### src/rtl/regfile_wb_arbiter.sv
// Writeback arbiter for the shared register-file write port.
// Fixed priority to req0 with a starvation override for req1, plus a pending-write scoreboard.
module regfile_wb_arbiter #(
    parameter int XLEN     = 64,
    parameter int NREG     = 32,
    parameter int MAX_WAIT = 4,
    localparam int RW      = $clog2(NREG)
) (
    input  logic            clk,
    input  logic            reset,
    input  logic            req0_valid,
    input  logic [RW-1:0]   req0_rd,
    input  logic [XLEN-1:0] req0_data,
    output logic            req0_ready,
    input  logic            req1_valid,
    input  logic [RW-1:0]   req1_rd,
    input  logic [XLEN-1:0] req1_data,
    output logic            req1_ready,
    input  logic            issue_valid,
    input  logic [RW-1:0]   issue_rd,
    input  logic [RW-1:0]   chk_rs1,
    input  logic [RW-1:0]   chk_rs2,
    output logic            hazard_rs1,
    output logic            hazard_rs2,
    output logic            rf_reg_write,
    output logic [RW-1:0]   rf_rd,
    output logic [XLEN-1:0] rf_writedata,
    output logic [NREG-1:0] pending
);

    logic [3:0]      wait_cnt;
    logic [3:0]      wait_next;
    logic            starve;
    logic            grant;
    logic [RW-1:0]   grant_rd;
    logic [XLEN-1:0] grant_data;
    logic [NREG-1:0] pending_next;

    assign starve = (wait_cnt >= 4'(MAX_WAIT));

    assign req0_ready = req0_valid && !(starve && req1_valid) && !reset;
    assign req1_ready = req1_valid && (!req0_valid || starve) && !reset;

    assign grant      = req0_ready || req1_ready;
    assign grant_rd   = req1_ready ? req1_rd : req0_rd;
    assign grant_data = req1_ready ? req1_data : req0_data;

    // Count only cycles where req1 is actually blocked.
    always_comb begin
        wait_next = wait_cnt;
        if (req1_ready || !req1_valid) begin
            wait_next = '0;
        end else if (wait_cnt != 4'hF) begin
            wait_next = wait_cnt + 4'd1;
        end
    end

    // A new producer supersedes the write that is retiring this cycle.
    always_comb begin
        pending_next = pending;
        for (int i = 0; i < NREG; i++) begin
            if (rf_reg_write && rf_rd == RW'(i)) begin
                pending_next[i] = 1'b0;
            end
            if (issue_valid && issue_rd == RW'(i)) begin
                pending_next[i] = 1'b1;
            end
        end
        pending_next[0] = 1'b0;
    end

    always_ff @(posedge clk) begin
        if (reset) begin
            wait_cnt     <= '0;
            rf_reg_write <= 1'b0;
            rf_rd        <= '0;
            rf_writedata <= '0;
            pending      <= '0;
        end else begin
            wait_cnt     <= wait_next;
            rf_reg_write <= grant && (grant_rd != '0);
            pending      <= pending_next;
            if (grant) begin
                rf_rd        <= grant_rd;
                rf_writedata <= grant_data;
            end
        end
    end

    assign hazard_rs1 = pending[chk_rs1];
    assign hazard_rs2 = pending[chk_rs2];

endmodule

### config.mk
export PLATFORM = sky130hd
export DESIGN_NAME = regfile_wb_arbiter
export DESIGN_NICKNAME = d
export VERILOG_FILES = /design/src/rtl/regfile_wb_arbiter.sv
export SDC_FILE = /design/constraint.sdc
export NUM_CORES = 1
export LEC_CHECK = 0
export ABC_AREA = 1
export CORE_ASPECT_RATIO = 0.7
export CORE_MARGIN = 2
export CORE_UTILIZATION = 45
export CTS_CLUSTER_SIZE = 16
export DETAILED_ROUTE_END_ITERATION = 16
export PLACE_DENSITY = 0.93
export SLEW_MARGIN = 5
export SYNTH_ARGS = -nofsm -noshare
export SYNTH_HDL_FRONTEND = slang
export SYNTH_SLANG_ARGS = --single-unit
### constraint.sdc
create_clock -name clk -period 3.5 [get_ports clk]
set_clock_uncertainty 0.05 [all_clocks]
set_input_delay 0.35 -clock clk [delete_from_list [all_inputs] [get_ports clk]]
set_output_delay 0.35 -clock clk [all_outputs]
set_load 0.005 [all_outputs]
**Yosys cells after proc, flatten, opt, wreduce, memory -nomap -nowiden**

Index checks and enable logic that the tools add are counted.

- Add/sub/neg operators: 1
- Multipliers: 0
- Divide/modulo/power cells: 0
- $lt $le $gt $ge: 3
- Eq/ne operators: 63
- Shift operators: 0
- Mux-type cells: 68
- Bitwise gates (word level): 0
- Reductions and logical operators: 108

Operators by type and width:

| cell | count |
|---|---|
| $eq 5x5->1 const B | 32 |
| $eq 5x4->1 const B | 16 |
| $logic_and 1x1->1 | 68 |
| $mux 1 | 64 |
| $mux 64 | 1 |
| $reduce_bool 2->1 | 31 |
| $eq 5x3->1 const B | 8 |
| $eq 5x2->1 const B | 4 |
| $lt 5x6->1 const B | 2 |
| $bmux 1 s5 | 2 |
| $eq 5x1->1 const B | 2 |
| $mux 5 | 1 |
| $reduce_bool 5->1 | 1 |
| $add 4x1->4 const B | 1 |
| $ge 4x3->1 const B | 1 |
| $logic_not 1->1 | 4 |
| $ne 4x4->1 const B | 1 |
| $logic_or 1x1->1 | 3 |
| $reduce_or 2->1 | 1 |

- Flip-flop bits (word level): 106
- Latch bits: 0
- RAM bits: 0
- ROM bits: 0
- Bits of input ports: 158
- Output and inout port bits: 106
- Word-level logic and storage cells: 279
- Memories: 0

**Depth between registers and ports, before layout**

- Depth in word-level cells: 7
- Depth in mapped cells: 11
- Gate-level depth less buffers: 9

**Worst setup path before layout**

No wires, ideal clock.

- Path type: input port to output port
- Start: in chk_rs1[0]
- End: out hazard_rs1
- Arrival: 1.277 ns
- Required time: 3.100 ns
- Path slack: 1.823 ns
- Cell stages on the path: 10
- Buffers on the path: 2
- Cell sequence: clkbuf_1 inv_1 buf_2 nand2_1 nand3_1 nand3_1 nand3_1 nand2_1 nand2_1 nand2_1

- Word-level cells in the longest chain between the ends: 2

Ends and longest elaborated chain:

| item | RTL line | text |
|---|---|---|
| start, declared | 21 | `input logic [RW-1:0] chk_rs1,` |
| $bmux 1 s5 | 90 | `assign hazard_rs1 = pending[chk_rs1];` |
| $mux 1 (implied by the code) | 90 |  |
| end, declared | 23 | `output logic hazard_rs1,` |

Every way passes these cells. The select of a mux whose other input is x is not followed.

**Final worst setup path**

- Start: in chk_rs2[0]
- End: out hazard_rs2

- Word-level cells in the longest chain between the ends: 2

Ends and longest elaborated chain:

| item | RTL line | text |
|---|---|---|
| start, declared | 22 | `input logic [RW-1:0] chk_rs2,` |
| $bmux 1 s5 | 91 | `assign hazard_rs2 = pending[chk_rs2];` |
| $mux 1 (implied by the code) | 91 |  |
| end, declared | 24 | `output logic hazard_rs2,` |

Every way passes these cells. The select of a mux whose other input is x is not followed.

==> impl_results.html <==
<table>
<tr><th>Metric</th><th>Value</th></tr>
<tr><th colspan="2">Run status</th></tr>
<tr><td>Run status</td><td>complete, no violations</td></tr>
<tr><th colspan="2">Yosys</th></tr>
<tr><td>Most instantiated flip-flop cell in the synthesis netlist</td><td>sky130_fd_sc_hd__dfxtp_1</td></tr>
<tr><td>Count of flip-flops with a built-in enable after synthesis</td><td>0</td></tr>
<tr><td>Number of distinct library cells after synthesis</td><td>23</td></tr>
<tr><td>Synth top area share</td><td>0.3632</td></tr>
<tr><td>Most numerous cell in the Yosys netlist</td><td>sky130_fd_sc_hd__nand2_1</td></tr>
<tr><td>Commonest cells post-synth</td><td>348 x sky130_fd_sc_hd__nand2_1, 187 x sky130_fd_sc_hd__nand3_1, 169 x sky130_fd_sc_hd__inv_1</td></tr>
<tr><td>#FFs+latches synth</td><td>roughly 110</td></tr>
<tr><td>Share of async-settable or async-resettable flops after synthesis</td><td>0</td></tr>
<tr><td>Top cells by area, synth</td><td>sky130_fd_sc_hd__dfxtp_1 36%, sky130_fd_sc_hd__nand2_1 23%, sky130_fd_sc_hd__nand3_1 16%</td></tr>
<tr><td>Top cell type by total area after synthesis</td><td>sky130_fd_sc_hd__dfxtp_1</td></tr>
<tr><td>Instance count of the mapped netlist</td><td>973</td></tr>
<tr><td>Total of warnings raised by yosys</td><td>0</td></tr>
<tr><td>Sequential-to-total area share from yosys stat</td><td>0.3632</td></tr>
<tr><td>Synth Area per Inst</td><td>5.949 µm²</td></tr>
<tr><td>Netlist area before placement</td><td>between 5000 and 6000 µm²</td></tr>
<tr><th colspan="2">Power and ir drop</th></tr>
<tr><td>Clock power frac</td><td>0.313</td></tr>
<tr><td>Proportion of power drawn by combinational gates</td><td>0.250</td></tr>
<tr><td>Leakage power</td><td>0.004191 µW</td></tr>
<tr><td>Total power of the final layout</td><td>about 3000 µW</td></tr>
<tr><td>Power Dens Cells</td><td>~340 nW/µm²</td></tr>
<tr><td>Cell internal pwr</td><td>~2200 µW</td></tr>
<tr><td>Flop pwr share</td><td>0.437</td></tr>
<tr><td>NetSw</td><td>around 840 µW</td></tr>
<tr><td>Switching Fraction</td><td>0.2798</td></tr>
<tr><td>Maximum VDD drop</td><td>between 0.3 and 0.4 mV</td></tr>
<tr><th colspan="2">GRT</th></tr>
<tr><td>Initial antenna violation count</td><td>0</td></tr>
<tr><td>Maximum number of pins on one net before global-route repair</td><td>73</td></tr>
<tr><td>Vias in the first global route</td><td>roughly 6,600</td></tr>
<tr><td>Global-route wire length before repair</td><td>33,330 µm</td></tr>
<tr><td>Overall routing resource usage</td><td>0.3000</td></tr>
<tr><td>GRT overflow</td><td>0</td></tr>
<tr><th colspan="2">Routing</th></tr>
<tr><td>Remaining design rule violation count</td><td>0</td></tr>
<tr><td>Drt initial violations</td><td>about 620</td></tr>
<tr><td>Detail-routed via count per cell</td><td>between 5 and 6</td></tr>
<tr><td>Detailed-route wire length per cell</td><td>roughly 15 µm</td></tr>
<tr><td>Remaining antenna violation count</td><td>0</td></tr>
<tr><td>First-pass iteration count of the detailed router</td><td>5</td></tr>
<tr><td>Total via count in the routed design</td><td>slightly below 7,000</td></tr>
<tr><td>Final WL</td><td>~21,000 µm</td></tr>
<tr><th colspan="2">Floorplan</th></tr>
<tr><td>Site Rows</td><td>34</td></tr>
<tr><td>Area of the die</td><td>13,800 µm²</td></tr>
<tr><td>I/O pin cnt</td><td>roughly 260</td></tr>
<tr><td>Area inside the core boundary</td><td>~13,000 µm²</td></tr>
<tr><td>Initial core utilization</td><td>0.4628</td></tr>
<tr><td>Die Wd</td><td>139.6 µm</td></tr>
<tr><td>Die H</td><td>~100 µm</td></tr>
<tr><th colspan="2">CTS</th></tr>
<tr><td>Clock tree root driver cell</td><td>sky130_fd_sc_hd__clkbuf_16</td></tr>
<tr><td>Worst-path clk slew</td><td>roughly 70 ps</td></tr>
<tr><td>Total setup buffers inserted after CTS</td><td>0</td></tr>
<tr><td>CTS tree</td><td>done</td></tr>
<tr><td>Clock Latency Late Sink</td><td>about 330 ps</td></tr>
<tr><td>Clock sink total</td><td>105</td></tr>
<tr><td>Clock Tree Buf Depth</td><td>2</td></tr>
<tr><td>Quantity of hold-fixing buffers added after cts</td><td>0</td></tr>
<tr><td>Inserted Clock Buffers</td><td>9</td></tr>
<tr><td>H-tree level count</td><td>3</td></tr>
<tr><td>Resize count post-CTS</td><td>0</td></tr>
<tr><th colspan="2">Setup path</th></tr>
<tr><td>Data required time at the worst endpoint</td><td>3100 ps</td></tr>
<tr><td>Slowest stage cell, crit path</td><td>sky130_fd_sc_hd__clkdlybuf4s50_1</td></tr>
<tr><td>Start of the worst register-to-register path</td><td>wait_cnt[2]</td></tr>
<tr><td>CP Launch Type</td><td>input port</td></tr>
<tr><td>Arr. time, crit path</td><td>2400 ps</td></tr>
<tr><td>Family of cells with the greatest summed delay on the critical path</td><td>buffers and inverters</td></tr>
<tr><td>Critical path buffers and inverters</td><td>4</td></tr>
<tr><td>Cell mode on critical path</td><td>sky130_fd_sc_hd__nand2_1</td></tr>
<tr><td>Crit path kind</td><td>in2out</td></tr>
<tr><td>Critical path's largest stage delay</td><td>about 520 ps</td></tr>
<tr><td>Reg-to-reg critical path endpoint</td><td>rf_rd[1]</td></tr>
<tr><td>Critical path cell sequence</td><td>clkdlybuf4s50_1 -&gt; buf_4 -&gt; inv_1 -&gt; nand2_1 -&gt; nand3_1 -&gt; nand3_1 -&gt; nand2_1 -&gt; nand2_1 -&gt; nand2_1 -&gt; nand2_1 -&gt; nand2_1 -&gt; clkdlybuf4s50_1</td></tr>
<tr><td>Element type at the critical path end</td><td>output port</td></tr>
<tr><td>FF-to-FF path depth</td><td>9</td></tr>
<tr><td>Minimum setup slack among reg-to-reg paths</td><td>between 1000 and 1500 ps</td></tr>
<tr><td>Maximum fanout encountered on the critical timing path</td><td>17</td></tr>
<tr><th colspan="2">Final layout</th></tr>
<tr><td>Ant diodes</td><td>0</td></tr>
<tr><td>Filler instances</td><td>roughly 1,000</td></tr>
<tr><td>Core Util, Final</td><td>0.7001</td></tr>
<tr><td>Final std cells w/o fill</td><td>1,373</td></tr>
<tr><td>Layout overhead on the synthesized area</td><td>51.28%</td></tr>
<tr><td>Count of nets after finishing</td><td>between 1,000 and 1,500</td></tr>
<tr><td>Share of layout cells above drive strength 1</td><td>0.02973</td></tr>
<tr><th colspan="2">STA</th></tr>
<tr><td>Final number of hold-violating endpoints</td><td>0</td></tr>
<tr><td>Max_slew headroom</td><td>0.5066</td></tr>
<tr><td>F_max</td><td>357.3 MHz</td></tr>
<tr><td>Post-route minimum period</td><td>around 2800 ps</td></tr>
<tr><td>Min setup slack post-route</td><td>~700 ps</td></tr>
<tr><td>TNS Setup</td><td>0 ps</td></tr>
<tr><td>Max Transition Viols Final</td><td>0</td></tr>
<tr><td>Setup repair after global routing missed its margin</td><td>false</td></tr>
<tr><td>Crit share post-route</td><td>0.7997</td></tr>
<tr><td>Final setup violation count</td><td>0</td></tr>
<tr><td>Slew of the pin with the lowest slew margin</td><td>around 740 ps</td></tr>
<tr><th colspan="2">Placed design</th></tr>
<tr><td>Count of buffers from port buffering</td><td>between 200 and 300</td></tr>
<tr><td>Number of placed instances, taps included</td><td>approximately 1,400</td></tr>
<tr><td>HPWL after DPL</td><td>~16,000 µm</td></tr>
<tr><td>Worst slack after detailed placement</td><td>between 700 and 800 ps</td></tr>
<tr><td>Placer congestion estimate</td><td>0.9814</td></tr>
<tr><th colspan="2">Hold path</th></tr>
<tr><td>End point of the most critical hold path</td><td>wait_cnt[0]</td></tr>
<tr><td>Number of cells on the worst hold path</td><td>2</td></tr>
<tr><td>Worst hold path type</td><td>reg2reg</td></tr>
<tr><td>Worst min-delay path startpoint</td><td>wait_cnt[0]</td></tr>
<tr><th colspan="2">Job</th></tr>
<tr><td>Count of max-cap constraint violations</td><td>0</td></tr>
</table>
[power groups by stage]
stage	logic, µW	clock network [µW]	registers, µW
detailed placement	744	0	1340
finish	751	943	1320
global placement	731	0	1340
CTS	750	956	1310
global route	832	1010	1320
floorplan	319	0	1340
[how the worst max path moves through the flow]
stage	start	endpoint	slack, ps	depth (start not counted)
after floorplan	chk_rs1[0]	hazard_rs1	1820	10
after global placement	chk_rs2[0]	hazard_rs2	780	12
after detailed placement	chk_rs2[0]	hazard_rs2	770	12
after CTS	chk_rs2[0]	hazard_rs2	740	12
after global routing	chk_rs1[0]	hazard_rs1	560	12
final	chk_rs2[0]	hazard_rs2	700	12
[cells in the final DEF (no fill, tap or decap)]
cell type / instances
sky130_fd_sc_hd__or2_2: 2
sky130_fd_sc_hd__a21oi_1: 35
sky130_fd_sc_hd__ha_1: 1
sky130_fd_sc_hd__nor2_2: 1
sky130_fd_sc_hd__clkbuf_1: 1
sky130_fd_sc_hd__conb_1: 2
sky130_fd_sc_hd__inv_2: 4
sky130_fd_sc_hd__nand4_1: 2
sky130_fd_sc_hd__clkinvlp_4: 1
sky130_fd_sc_hd__nand3_1: 187
sky130_fd_sc_hd__buf_4: 9
sky130_fd_sc_hd__nand2_2: 2
sky130_fd_sc_hd__inv_1: 169
sky130_fd_sc_hd__clkbuf_16: 9
sky130_fd_sc_hd__nand3b_1: 2
sky130_fd_sc_hd__dfxtp_1: 105
sky130_fd_sc_hd__o31ai_1: 2
sky130_fd_sc_hd__clkinv_4: 1
sky130_fd_sc_hd__clkdlybuf4s50_1: 262
sky130_fd_sc_hd__a31oi_4: 1
sky130_fd_sc_hd__xnor2_1: 1
sky130_fd_sc_hd__buf_12: 2
sky130_fd_sc_hd__nand2_1: 348
sky130_fd_sc_hd__nor2_1: 27
sky130_fd_sc_hd__clkbuf_8: 1
sky130_fd_sc_hd__clkinv_2: 3
sky130_fd_sc_hd__o21ai_0: 31
[layer usage]
metal / share of wire / track usage / wire length, µm
met1: 0.41 / 0.3794 / 8549
met2: 0.43 / 0.4589 / 8883
met3: 0.12 / 0.1195 / 2549
met4: 0.039 / 0.1246 / 807
met5: 0 / 0 / 0
[final cells by class]
| cell class | count | area (µm²) | area share |
|---|---|---|---|
| Timing Repair Buffer | 273 | 2730 | 0.3118 |
| Sequential cell | 105 | 2102 | 0.2401 |
| Tap cell | 162 | 202.7 | 0.02315 |
| Inverter | 173 | 649.4 | 0.07416 |
| Clock inverter | 5 | 31.28 | 0.003572 |
| Clock buffer | 11 | 242.7 | 0.02772 |
| Multi-Input combinational cell | 644 | 2798 | 0.3195 |
[kinds of logic after synthesis]
logic type / after synthesis / share of synthesized area
DFF: 105 / 0.3632
other: 1 / 0.0006479
buffers and inverters: 225 / 0.1541
xor gates and xnor gates: 1 / 0.001513
and+or+nand+nor: 571 / 0.4150
adders and majority gates: 1 / 0.002161
AOI/OAI and AO/OA: 69 / 0.06334
[state kept, by name (all words and copies together) (netlist names)]
name	flops
rf_writedata	64
pending	31
rf_rd	5
wait_cnt	4
rf_reg_write	1
[tightest hold or removal path, stage by stage (launching register included)]
cell	delay (ps)
sky130_fd_sc_hd__dfxtp_1	330
sky130_fd_sc_hd__nand4_1	70
sky130_fd_sc_hd__a21oi_1	50
[per-stage QoR]
stage	hold slack (ps)	instance area, µm²
2_1_floorplan	413.6	5792
3_3_place_gp	429.7	8482
3_5_place_dp	437.2	8482
4_1_cts	446.8	8756
5_1_grt	468.2	8756
6_report	452.7	8756
Note: power is estimated with default switching activity, not from simulation.
